$ cat src/rtl/mem_port_arbiter.sv
// Two-port round-robin arbiter/sequencer for the single-ported 16-bit main memory (fetch = port 0, load/store = port 1).
// Latency: write 2 cycles, read RD_LATENCY+2 cycles from req sampled to done; one access in flight at a time.
// Backpressure: req is sampled only in IDLE; a losing or blocked port keeps req high and is served next by the last pointer.
module mem_port_arbiter #(
    parameter int ADDR_WIDTH = 9,
    parameter int RD_LATENCY = 0
) (
    input  logic                  clk,
    input  logic                  reset,
    input  logic                  m0_req,
    input  logic                  m0_we,
    input  logic [ADDR_WIDTH-1:0] m0_addr,
    input  logic [15:0]           m0_wdata,
    output logic                  m0_gnt,
    output logic                  m0_done,
    output logic [15:0]           m0_rdata,
    input  logic                  m1_req,
    input  logic                  m1_we,
    input  logic [ADDR_WIDTH-1:0] m1_addr,
    input  logic [15:0]           m1_wdata,
    output logic                  m1_gnt,
    output logic                  m1_done,
    output logic [15:0]           m1_rdata,
    output logic [ADDR_WIDTH-1:0] mem_addr,
    output logic [15:0]           mem_wdata,
    output logic                  mem_load,
    input  logic [15:0]           mem_rdata,
    output logic                  busy
);

    typedef enum logic [1:0] {
        S_IDLE   = 2'd0,
        S_ACCESS = 2'd1,
        S_DONE   = 2'd2
    } state_t;

    // Read wait is counted in a 3-bit counter, enough for latencies 0..7.
    localparam logic [2:0] RD_LAT = RD_LATENCY[2:0];

    state_t     state;
    state_t     state_nxt;
    logic       owner;      // port currently being served
    logic       last;       // port granted most recently; the other one wins a tie
    logic       we_q;       // captured direction of the access in flight
    logic [2:0] cnt;        // read wait counter
    logic       req_any;
    logic       winner;
    logic       rd_hit;

    assign req_any = m0_req | m1_req;
    // Single requester wins outright; on a tie the port that did not go last wins.
    assign winner  = (m0_req & m1_req) ? ~last : m1_req;
    assign rd_hit  = (cnt == RD_LAT);

    // State register; reset abandons any access in flight.
    always_ff @(posedge clk or posedge reset) begin
        if (reset) begin
            state <= S_IDLE;
        end else begin
            state <= state_nxt;
        end
    end

    // Next-state: accept in IDLE, leave ACCESS after the write cycle or once read data is due.
    always_comb begin
        state_nxt = state;
        case (state)
            S_IDLE:   if (req_any) state_nxt = S_ACCESS;
            S_ACCESS: if (we_q || rd_hit) state_nxt = S_DONE;
            S_DONE:   state_nxt = S_IDLE;
            default:  state_nxt = S_IDLE;
        endcase
    end

    // Completion pulses and busy decode straight from state, so reset clears them immediately.
    always_comb begin
        m0_done = (state == S_DONE) && !owner;
        m1_done = (state == S_DONE) && owner;
        busy    = (state != S_IDLE);
    end

    // Accept-edge capture of the winner's request; grant and load strobe are single-cycle pulses.
    always_ff @(posedge clk or posedge reset) begin
        if (reset) begin
            owner     <= 1'b0;
            last      <= 1'b1;
            we_q      <= 1'b0;
            cnt       <= 3'd0;
            mem_addr  <= '0;
            mem_wdata <= '0;
            mem_load  <= 1'b0;
            m0_gnt    <= 1'b0;
            m1_gnt    <= 1'b0;
        end else begin
            m0_gnt   <= 1'b0;
            m1_gnt   <= 1'b0;
            mem_load <= 1'b0;
            if (state == S_IDLE && req_any) begin
                owner     <= winner;
                last      <= winner;
                we_q      <= winner ? m1_we : m0_we;
                mem_addr  <= winner ? m1_addr : m0_addr;
                mem_wdata <= winner ? m1_wdata : m0_wdata;
                mem_load  <= winner ? m1_we : m0_we;
                cnt       <= 3'd0;
                m0_gnt    <= !winner;
                m1_gnt    <= winner;
            end else if (state == S_ACCESS && !we_q && !rd_hit) begin
                cnt <= cnt + 3'd1;
            end
        end
    end

    // Read data lands only in the owner's register, on the edge the memory output is due.
    always_ff @(posedge clk or posedge reset) begin
        if (reset) begin
            m0_rdata <= '0;
            m1_rdata <= '0;
        end else if (state == S_ACCESS && !we_q && rd_hit) begin
            if (owner) begin
                m1_rdata <= mem_rdata;
            end else begin
                m0_rdata <= mem_rdata;
            end
        end
    end

endmodule

$ cat config.mk
export PLATFORM = sky130hd
export DESIGN_NAME = mem_port_arbiter
export DESIGN_NICKNAME = d
export VERILOG_FILES = /design/src/rtl/mem_port_arbiter.sv
export SDC_FILE = /design/constraint.sdc
export NUM_CORES = 1
export LEC_CHECK = 0
export CAP_MARGIN = 20
export CELL_PAD_IN_SITES_DETAIL_PLACEMENT = 1
export CELL_PAD_IN_SITES_GLOBAL_PLACEMENT = 1
export CORE_MARGIN = 2
export CORE_UTILIZATION = 30
export DETAILED_ROUTE_END_ITERATION = 16
export HOLD_SLACK_MARGIN = 0.1
export PLACE_DENSITY = 0.88
export SLEW_MARGIN = 20
export SYNTH_ARGS = -nofsm -noshare
export SYNTH_HDL_FRONTEND = slang
export SYNTH_SLANG_ARGS = --single-unit
$ cat constraint.sdc
create_clock -name clk -period 4.5 [get_ports clk]
set_clock_uncertainty 0.15 [all_clocks]
set_input_delay 0.45 -clock clk [delete_from_list [all_inputs] [get_ports clk]]
set_output_delay 0.45 -clock clk [all_outputs]
set_load 0.1 [all_outputs]
==> After elaboration in Yosys (flattened, before gate mapping) <==
Index checks and enable logic that the tools add are counted.
{ "classes": {"n_addsub": 1, "multipliers": 0, "div": 0, "magnitude_cmp": 0, "eq_ne": 4, "n_shift": 0, "mux": 12, "bitwise": 4, "n_reduce_logical": 18} }
{ "op_table": {"columns": ["operator", "n"], "rows": [
  ["$mux 16", 1],
  ["$mux 9", 1],
  ["$logic_and 1x1->1", 6],
  ["$mux 3", 2],
  ["$reduce_and 2->1", 3],
  ["$mux 1", 5],
  ["$logic_not 1->1", 4],
  ["$mux 2", 2],
  ["$ne 2x2->1 const B", 2],
  ["$pmux 2 s2", 1],
  ["$reduce_bool 2->1", 2],
  ["$add 3x1->3 const B", 1],
  ["$logic_not 3->1", 1],
  ["$eq 2x1->1 const B", 1],
  ["$eq 2x2->1 const B", 1],
  ["$logic_not 2->1", 1],
  ["$not 1->1", 2],
  ["$and 1x1->1", 1],
  ["$logic_or 1x1->1", 1],
  ["$or 1x1->1", 1]
]} }
{ "word_totals": {"register_bits": 68, "latch_bits": 0, "mem_bits_rw": 0, "mem_bits_ro": 0, "input_bits": 72, "memories": 0} }

==> Logic depth before layout (Yosys ltp) <==
Gate-level depths: netlist of the first run.
{ "logic_depth": {"word_depth": 5, "ltp_mapped": 7, "ltp_nobuf": 5} }

==> Worst setup path before layout of the first run <==
OpenSTA, ideal clock, no wires.
{ "synth_timing": {"kind": "reg-to-output", "start": "register state[0]", "end": "output m0_done", "arrival_time_ns": 2.632, "required_ns": 3.900, "setup_slack_ns": 1.268, "path_stages_with_launch": 2, "path_buffers": 0, "cell_sequence": "dfrtp_1 > nor3b_1"} }
{ "synth_via": {"elab_chain_cells": 2} }
{ "synth_lines": {"columns": ["item", "line_no", "text"], "rows": [
  ["start, declared", "40", "state_t state;"],
  ["start signal, assigned", "60", "state <= state_nxt;"],
  ["$eq 2x2->1", "77", "m0_done = (state == S_DONE) && !owner;"],
  ["$logic_and 1x1->1", "77", null],
  ["end, declared", "15", "output logic m0_done,"]
]} }
Every way passes these cells.

==> Final worst setup path of the first run <==
{ "layout_timing": {"start": "register state[0]", "end": "output busy"} }
{ "layout_via": {"elab_chain_cells": 1} }
{ "layout_lines": {"columns": ["item", "line_no", "text"], "rows": [
  ["$reduce_bool 2->1", "79", "busy = (state != S_IDLE);"],
  ["end, declared", "28", "output logic busy"]
]} }
Every way passes these cells.

==> summary.md, run 1 <==
| Metric | Value |
|---|---|
| RSZ-0062 raised after global routing | no |
| FF-to-FF End | m1_rdata[6] |
| CP arrival | around 2.3 ns |
| Total of max-cap violations | 0 |
| CTS tree | done |
| Synth Register Bits | slightly below 70 |
| Routability cong. | a little under 0.8 |
| Primary FF master, synth | dfrtp_1 |
| Post-CTS Setup Repair Bufs | 0 |
| Synth Area in XOR/XNOR | 0% |
| Clock sinks | 68 |
| Most frequent cells in the layout | clkdlybuf4s50_1 (134), dfrtp_1 (67), and3_1 (28), a221o_1 (26), mux2_2 (22) |
| Outcome | completed |
| Post-Synthesis Cells | 203 |
| # hold bufs at CTS | 0 |
| Slew @ Worst Pin | between 1 and 1.5 ns |
| Reg-to-Reg Start | state[0] |
| Critical Path RT | between 3 and 4 ns |
| Final Hold Viols | 0 |
| Sequential element share of the synthesized area | approximately three fifths |
| Routed vias | ~2300 |
| HPWL Detailed | 5.80 mm |
| Initial Util | roughly 31% |
| Crit path launch | state[0] |
| Antenna violations before repair | 0 |
| Resize count post-CTS | 0 |
| Syn Nets | between 200 and 300 |
| Inserted Diodes | 0 |
| Drc violations | 0 |
| Setup TNS | 0 ns |
| Vias in the first global route | approximately 2500 |
| Std cell rows | 35 |
| Flop2flop setup slack | roughly 2.1 ns |
| Post-Synth Adder-Cell Area | less than 1% |
| Starting DRT DRC Count | 47 |
| Netlist cell types | 24 |
| Crit Path Max Fanout | 7 |
| Commonest non-fill, non-tap cell in the layout | clkdlybuf4s50_1 |
| Cell Area, Synth | 0.00283 mm2 |
| Inserted Clock Buffers | 9 |
| CP Capture Type | output pin |
| Post-synthesis mux area share | about 14% |
| Synth Warn # | 0 |
| Fillers | approximately 980 |
| Max Freq | between 0.3 and 0.4 GHz |
| Multi-input logic area | 0.00106 mm2 |
| Asr flop ratio synth | 100% |
| Final setup viols | 0 |
| Post-synth EDFFs | 0 |
| Clock Tree Buf Depth | 2 |
| IO Pins | 135 |
| Layout cell share with drive strength beyond 1 | between 10% and 20% |
| Critical Path Sink | busy |
| DR vias/cell | about 5 |
| Post-Synth Simple-Gate Area | between 10% and 20% |
| Mean Syn Cell Area | 14.0 um2 |
| DR WL/cell | 17.5 um |
| Clk slew on worst S/H paths | roughly 0.070 ns |
| Grt ovf | 0 |
| Drt pass-1 iters | 4 |
| Largest net degree at the start of global routing | 41 |
| Reg area | 0.00170 mm2 |
| Die Wd | about 100 um |
| Final number of max-transition violations | 0 |
| Layout Nets | 409 |
| CTS H-tree lvls | 3 |
| Number of antenna-violating nets in the routed design | 0 |
| Root Buffer | clkbuf_8 |
| Largest family of logic cells by synthesized area | multiplexers |
| Layout area overhead | 57.3% |
| I/O Buffers | ~130 |
| Worst r2r path cells | 3 |
| Synth Area in Compound Gates | between 10 and 15% |
| Hold Path Class | primary input to async pin |
| Minimum clock period | slightly below 3 ns |
| Clock Latency Late Sink | 0.34 ns |
| Die Height | between 100 and 150 um |
| Setup crit start kind | flop |
| Gr usage total | 15.9% |
| Die area | 0.0102 mm2 |
| Final WL | between 7 and 8 mm |
| Max_slew headroom | a little under a third |
| First-pass GRT wire length | about 12 mm |
| Core outline area | 0.00920 mm2 |
| WS Path Type | flop to output pin |
| Fin crit share | between 60 and 70% |
## worst max-delay path, cell delays in order (launching register included)
cell	delay (ns)
dfrtp_1	0.50
nor2_1	0.16
inv_1	0.14
clkdlybuf4s50_1	1.14
## metrics by stage
stage | instance area [um2] | hold slack (ns) | worst slack (ns) | std cells | utilization, %
floorplan | 2830 | 0.303 | 1.27 | 203 | -
global placement | 4250 | 0.330 | 1.88 | 435 | 46.2
detailed placement | 4260 | 0.343 | 1.94 | 435 | 46.4
CTS | 4450 | 0.352 | 1.59 | 449 | 48.4
global route | 4460 | 0.365 | 1.52 | 449 | 48.4
finish | 4460 | 0.346 | 1.61 | 449 | 48.4
## how the worst min path moves through the flow
stage | from | endpoint | slack (ns) | depth (start not counted)
2_1_floorplan | cnt[2] | cnt[2] | 0.30 | 1
3_3_place_gp | cnt[2] | cnt[2] | 0.33 | 1
3_5_place_dp | m0_rdata[4] | m0_rdata[4] | 0.34 | 1
4_1_cts | reset | m0_rdata[2] | 0.35 | 2
5_1_grt | m0_rdata[12] | m0_rdata[12] | 0.36 | 1
6_report | reset | m1_rdata[2] | 0.35 | 2
## synthesized netlist by cell type, types with 2 or more instances
| master | n | share of area [%] |
|---|---|---|
| and3_1 | 29 | 6.4 |
| ha_1 | 2 | 0.88 |
| o21ai_0 | 7 | 1.2 |
| nand2b_1 | 2 | 0.44 |
| a21o_1 | 3 | 0.79 |
| mux2_2 | 22 | 8.7 |
| dfrtp_1 | 67 | 59 |
| nor3b_1 | 4 | 1.1 |
| a221o_1 | 26 | 9.2 |
| mux2_4 | 10 | 5.3 |
| clkbuf_1 | 10 | 1.3 |
| inv_1 | 4 | 0.53 |
| nand3_1 | 3 | 0.53 |
| nor2_1 | 3 | 0.40 |
| buf_2 | 2 | 0.35 |
## layer usage
metal / global-route usage [%] / wire length, um / vias to the layer above
li1: - / - / 1023
met3: 6.35 / 741 / 12
met2: 27.4 / 3930 / 107
met5: 0 / 0 / -
met1: 17.5 / 3080 / 1127
met4: 6.76 / 119 / 0
## sequential cells by signal (all words and copies together), names as in the netlist
signal and flops:
mem_load 1, last 1, cnt 3, we_q 1
m1_rdata 16, mem_wdata 16, state 2, owner 1
mem_addr 9, m1_gnt 1, m0_rdata 16, m0_gnt 1
## cell type report
class	count	area share, %
inverters	4	0.337
clock buffers	12	3.48
flip-flops and latches	68	38.2
multi-input cells	117	23.8
well taps	111	3.12
repair buffers	135	30.3
clock inverters	2	0.786
## cell families (layout without fill, tap and decap cells)
| logic type | after synthesis | after routing |
|---|---|---|
| flip-flops | 68 | 68 |
| AND/OR/NAND/NOR | 46 | 46 |
| AO/OA/AOI/OAI | 36 | 36 |
| multiplexers | 33 | 33 |
| buffers and inverters | 18 | 153 |
| adder cells (fa/ha/maj) | 2 | 2 |
Power of run 1 is not shown: default switching activity piles up to over one toggle a cycle in this logic, so the estimate is an artifact.
==> inputs of run 2 (changes only) <==
--- a/config.mk
+++ b/config.mk
@@ -9,10 +9,10 @@
 export CELL_PAD_IN_SITES_DETAIL_PLACEMENT = 1
 export CELL_PAD_IN_SITES_GLOBAL_PLACEMENT = 1
 export CORE_MARGIN = 2
-export CORE_UTILIZATION = 30
+export CORE_UTILIZATION = 28
 export DETAILED_ROUTE_END_ITERATION = 16
 export HOLD_SLACK_MARGIN = 0.1
-export PLACE_DENSITY = 0.88
+export PLACE_DENSITY = 0.86
 export SLEW_MARGIN = 20
 export SYNTH_ARGS = -nofsm -noshare
 export SYNTH_HDL_FRONTEND = slang
==> constraint.sdc (replaced) <==
create_clock -name clk -period 2.6 [get_ports clk]
set_clock_uncertainty 0.15 [all_clocks]
set_input_delay 0.26 -clock clk [delete_from_list [all_inputs] [get_ports clk]]
set_output_delay 0.26 -clock clk [all_outputs]
set_load 0.1 [all_outputs]
==> run 2 against run 1 <==
Critical path depth is 1 higher. Count of clock-buffer cells in the layout is 2 lower. Core utilization is 4.1 points lower. Register-to-register slack worse by 1.5 ns. Routed wire length is 0.33% higher. Non-clock buffer count is 4 higher. Cell area is 2.2% lower. Sequential share of layout area is 0.84 points higher. First-iteration DRC count is 6.4% higher. Worst setup slack worse by 1.1 ns. Global-route usage is 1.0 points lower.
==> summary.md, run 2 (same netlist as run 1, synthesis figures left out) <==
| Metric | Value |
|---|---|
| Setup TNS | 0 ns (unchanged) |
| Final number of max-transition violations | 0 (unchanged) |
| Resize count post-CTS | 0 (unchanged) |
| Vias in the first global route | 2494 (+0.85%) |
| CTS tree | done |
| Number of antenna-violating nets in the routed design | 0 (unchanged) |
| GRT Max-Usage Layer | met2 |
| Gr usage total | 14.9% (-1.0 points) |
| Layout cell share with drive strength beyond 1 | 35.6% (+20 points) |
| Final WL | 7.90 mm (+0.33%) |
| WS Path Type | flop to flop |
| Fin crit share | between 70% and 80% |
| Routability cong. | 0.724 (-7.1%) |
| Clock Latency Late Sink | 0.33 ns (about the same) |
| Global-route track usage on met3 | 4.87% (-1.5 points) |
| Clock Tree Buf Depth | 2 (unchanged) |
| CP Capture Type | flop |
| CTS H-tree lvls | 3 (unchanged) |
| Std cell rows | 36 (+2.9%) |
| Max Freq | just under 0.5 GHz |
| Inserted Clock Buffers | 9 (unchanged) |
| Die Height | 105 um (+3.4%) |
| Post-CTS Setup Repair Bufs | 0 (unchanged) |
| Drt pass-1 iters | 4 (unchanged) |
| Core outline area | 0.00982 mm2 (+6.8%) |
| Die Wd | 105 um (+3.4%) |
| Clock sinks | 68 (unchanged) |
| Clk slew on worst S/H paths | 0.07 ns (about the same) |
| Met1 Use GR | 17.9% (+0.35 points) |
| Fin cells | 476 (+6.0%) |
| Critical Path RT | 2.66 ns (-1.24 ns) |
| CP arrival | 2.13 ns (-0.16 ns) |
| Die area | 0.0109 mm2 (+6.9%) |
| Biggest regs | m0_rdata (16), m1_rdata (16), mem_wdata (16) |
| Minimum clock period | about 2.1 ns |
| Grt ovf | 0 (unchanged) |
| DP Cell Count | 461 (+6.0%) |
| HPWL Detailed | 5.92 mm (+2.1%) |
| Slew @ Worst Pin | 0.820 ns (-0.199 ns) |
| Root Buffer | clkbuf_8 |
| # hold bufs at CTS | 0 (unchanged) |
| DR WL/cell | 16.6 um (-5.4%) |
| Initial Util | 28.8% (-2.0 points) |
| Outcome | completed |
| Fillers | 1073 (+9.8%) |
| Largest net degree at the start of global routing | 69 (+68%) |
| Grt met2 use | 25.2% (-2.2 points) |
| Final setup viols | 0 (unchanged) |
| I/O Buffers | 134 (unchanged) |
| Drc violations | 0 (unchanged) |
| Setup crit start kind | flop |
| Crit Path Max Fanout | 16 (+9) |
| Starting DRT DRC Count | 50 (+6.4%) |
| Layout area overhead | 53.9% |
| Commonest non-fill, non-tap cell in the layout | clkdlybuf4s50_1 |
| Most frequent cells in the layout | clkdlybuf4s50_1 (71), dfrtp_1 (67), buf_4 (67), and3_1 (28), a221o_1 (26) |
| DR vias/cell | 4.72 (-6.6%) |
| IO Pins | 135 (unchanged) |
| Max_slew headroom | 45.3% (+14 points) |
| Antenna violations before repair | 0 (unchanged) |
| RSZ-0062 raised after global routing | no |
| Total of max-cap violations | 0 (unchanged) |
| Final Hold Viols | 0 (unchanged) |
| Routed vias | 2246 (-1.0%) |
| Inserted Diodes | 0 (unchanged) |
| Layout Nets | 413 (+0.98%) |
| First-pass GRT wire length | 12.9 mm (+3.5%) |
| Hold Path Class | primary input to async pin |
==> run 2: cell types whose count changed in the layout (fill, tap and decap cells not counted), sizes merged <==
cell           delta
buf              +67
clkdlybuf4s50    -63
clkbuf            -2
clkinv            +2
clkinvlp          +1
==> run 2: final timing paths <==
check                           slack, ns      from      endpoint  cells past startpoint
worst max-delay path                 0.52  state[1]   m0_rdata[6]                      4
worst min-delay path                 0.18     reset  m0_rdata[14]                      3
min in group clk                     0.35    cnt[2]        cnt[2]                      1
worst min register to register       0.35    cnt[2]        cnt[2]                      1
worst max register to register       0.52  state[1]   m0_rdata[6]                      4
max in group asynchronous            1.78     reset          last                      3
==> run 2: per-layer routing <==
layer	vias up	part of all wire, %	wire, um
met5	-	0	0
met4	0	1.3	105
met3	9	7.7	608
met2	108	49	3860
met1	1093	42	3320
li1	1036	-	-
==> run 2: final cells by class <==
type,instances,area (um2),area share (%)
Sequential cell,68,1700,39.1
Tap cell,133,166,3.82
Inverter,4,15.0,0.344
Multi-Input combinational cell,117,1050,24.1
Clock buffer,10,138,3.16
Timing Repair Buffer,139,1230,28.3
Clock inverter,5,52.6,1.21
==> run 2: metrics by stage <==
step	utilization (%)	instance area [um2]	worst slack (ns)	hold WS [ns]
after floorplan	-	2840	0.480	0.226
after global placement	42.4	4170	0.423	0.327
after detailed placement	42.4	4170	0.314	0.340
after CTS	44.4	4360	0.327	0.193
after global routing	44.4	4360	0.347	0.199
final	44.4	4360	0.525	0.184
==> run 2: worst max-delay path, stage by stage, from the launching register on <==
cell     delay [ns]
dfrtp_1        0.46
or3b_1         0.44
or3_1          0.33
buf_4          0.23
mux2_4         0.33
Power of run 2 is left out for the same reason.
==> inputs of run 3 (changes only) <==
==> constraint.sdc (replaced) <==
create_clock -name clk -period 1.7 [get_ports clk]
set_clock_uncertainty 0.15 [all_clocks]
set_input_delay 0.17 -clock clk [delete_from_list [all_inputs] [get_ports clk]]
set_output_delay 0.17 -clock clk [all_outputs]
set_load 0.1 [all_outputs]
==> run 3 against run 2 <==
Critical path depth stayed put. Non-clock buffer count grew 30. Cell count up 6.5%. Sequential share of layout area fell by 9.5 points. Global-route usage rose by 2.3 points. Hold slack improved by 0.11 ns. Worst setup slack worse by 0.72 ns. First-iteration DRC count increased by 52%. The flow now finishes with violations (negative setup slack). Cell area up 32%. Critical path type unchanged. Core utilization is 14 points higher. Die area stayed put. Flip-flop and latch count stayed put.
==> summary.md, run 3 (same netlist as run 1, synthesis figures left out) <==
| Metric | Value |
|---|---|
| Outcome | finished, violations left |
| Failing checks | negative setup slack |
| Routability cong. | 0.812 (+12%) |
| I/O Buffers | 134 (unchanged) |
| Total of max-cap violations | 0 (unchanged) |
| Commonest non-fill, non-tap cell in the layout | buf_12 |
| Crit path max-delay family | simple AND/OR/NAND/NOR gates |
| CP Capture Type | flop |
| Root Buffer | clkbuf_8 |
| Die area | 0.0109 mm2 (unchanged) |
| Minimum clock period | 1.90 ns (-0.178 ns) |
| Crit Path Max Fanout | 16 (unchanged) |
| Inserted Diodes | 0 (unchanged) |
| Hold Path Sink | mem_addr[7] |
| Setup crit start kind | flop |
| CTS H-tree lvls | 3 (unchanged) |
| Slowest stage cell, crit path | or3b_4 |
| Std cell rows | 36 (unchanged) |
| Worst r2r path cells | 4 (unchanged) |
| IO Pins | 135 (unchanged) |
| Grt ovf | 0 (unchanged) |
| Critical Path RT | 1.77 ns (-0.89 ns) |
| Fillers | 956 (-11%) |
| PnR worst setup slack | -0.198 ns (-0.722 ns) |
| Final number of max-transition violations | 0 (unchanged) |
| Most frequent cells in the layout | buf_12 (76), clkdlybuf4s50_1 (71), dfrtp_1 (67), and3_1 (27) |
| Final hold slack | 0.292 ns (+0.108 ns) |
| Final WL | 9.30 mm (+18%) |
| Hold path startpoint | m1_addr[7] |
| Fin crit share | 112% (+32 points) |
| Biggest regs | m0_rdata (16), m1_rdata (16), mem_wdata (16) |
| Clock sinks | 68 (unchanged) |
| Clock Latency Late Sink | 0.33 ns (about the same) |
| Clk slew on worst S/H paths | 0.08 ns (about the same) |
| Max Freq | 0.527 GHz (+9.4%) |
| WHS Path Cells | 2 |
| Initial Util | 28.8% (unchanged) |
| Multi-input logic area | 0.00119 mm2 (+13%) |
| Routed vias | 2405 (+7.1%) |
| Vias in the first global route | 2706 (+8.5%) |
| DR WL/cell | 18.4 um (+11%) |
| DR vias/cell | 4.74 (+0.53%) |
| Drt pass-1 iters | 4 (unchanged) |
| Gr usage total | 17.2% (+2.3 points) |
| CP arrival | 1.97 ns (-0.16 ns) |
| First-pass GRT wire length | 14.7 mm (+14%) |
| Max_slew headroom | 76.6% (+31 points) |
| Die Wd | 105 um (unchanged) |
| HPWL Detailed | 7.16 mm (+21%) |
| Largest net degree at the start of global routing | 35 (-49%) |
| Drc violations | 0 (unchanged) |
| Hold Path Class | primary input to flop |
| Final Hold Viols | 0 (unchanged) |
| Reg area | 0.00170 mm2 (unchanged) |
| Crit path launch | we_q |
| Layout cell share with drive strength beyond 1 | 43.3% (+7.7 points) |
| Inserted Clock Buffers | 9 (unchanged) |
| Antenna violations before repair | 0 (unchanged) |
| Reg-to-Reg Start | we_q |
| Setup TNS | -4.36 ns (-4.36 ns) |
| CP peak stage delay | 0.41 ns (-0.05 ns) |
| Core outline area | 0.00982 mm2 (unchanged) |
| RSZ-0062 raised after global routing | yes |
| FF-to-FF End | m0_rdata[6] |
| Layout area overhead | 103% |
| Place WS | -0.220 ns (-0.534 ns) |
| Die Height | 105 um (unchanged) |
| WP buf/inv | 1 (unchanged) |
| CTS tree | done |
| Flop2flop setup slack | -0.20 ns (-0.72 ns) |
| WS Path Type | flop to flop |
| Fin util | 58.7% (+14 points) |
| Slew @ Worst Pin | 0.351 ns (-0.469 ns) |
| Starting DRT DRC Count | 76 (+52%) |
| Clock Tree Buf Depth | 2 (unchanged) |
| Layout Nets | 443 (+7.3%) |
| Critical path, cell by cell | or3b_4 -> or3_4 -> buf_12 -> mux2_4 |
| Number of antenna-violating nets in the routed design | 0 (unchanged) |
| Final setup viols | 34 (+34) |
==> run 3: timing repair <==
item,in CTS,in global routing
endpoints found under the hold margin,8,0
setup endpoints to repair,35,34
buffers inserted,2,4
pin swaps,2,11
gates resized for setup,9,16
hold buffers,1,0
cloned,1,0
==> run 3: final cells by class <==
cell class / instances / share of cell area [%]
clock buffers: 10 / 2.39
clock inverters: 6 / 1.93
inverters: 4 / 0.413
multi-input cells: 117 / 20.6
flip-flops and latches: 68 / 29.6
well taps: 133 / 2.89
repair buffers: 169 / 42.2
==> run 3: routing by layer <==
| layer | vias to the layer above | share of wire, % | global-route usage (%) | routed length [um] |
|---|---|---|---|---|
| met5 | - | 0 | 0 | 0 |
| met4 | 0 | 1.0 | 6.10 | 95 |
| met3 | 7 | 7.3 | 5.55 | 676 |
| met2 | 109 | 51 | 30.5 | 4770 |
| met1 | 1196 | 40 | 19.5 | 3770 |
| li1 | 1093 | - | - | - |
==> run 3: worst register-to-register path, cell delays in order, from the launching register on <==
cell	delay, ns
dfrtp_1	0.39
or3b_4	0.41
or3_4	0.36
buf_12	0.17
mux2_4	0.31
==> run 3: worst max path at each step <==
stage,to,cells past startpoint
after global placement,m0_rdata[4],4
final,m0_rdata[6],4
after floorplan,m0_done,1
after global routing,m0_rdata[6],4
after CTS,m0_rdata[6],4
after detailed placement,m0_rdata[6],4
==> run 3: through the flow <==
stage | instance area, um2 | instances
after global placement | 5300 | 483
after CTS | 5650 | 503
after floorplan | 2920 | 203
after global routing | 5760 | 507
final | 5760 | 507
after detailed placement | 5300 | 483
Power of run 3 is left out for the same reason.
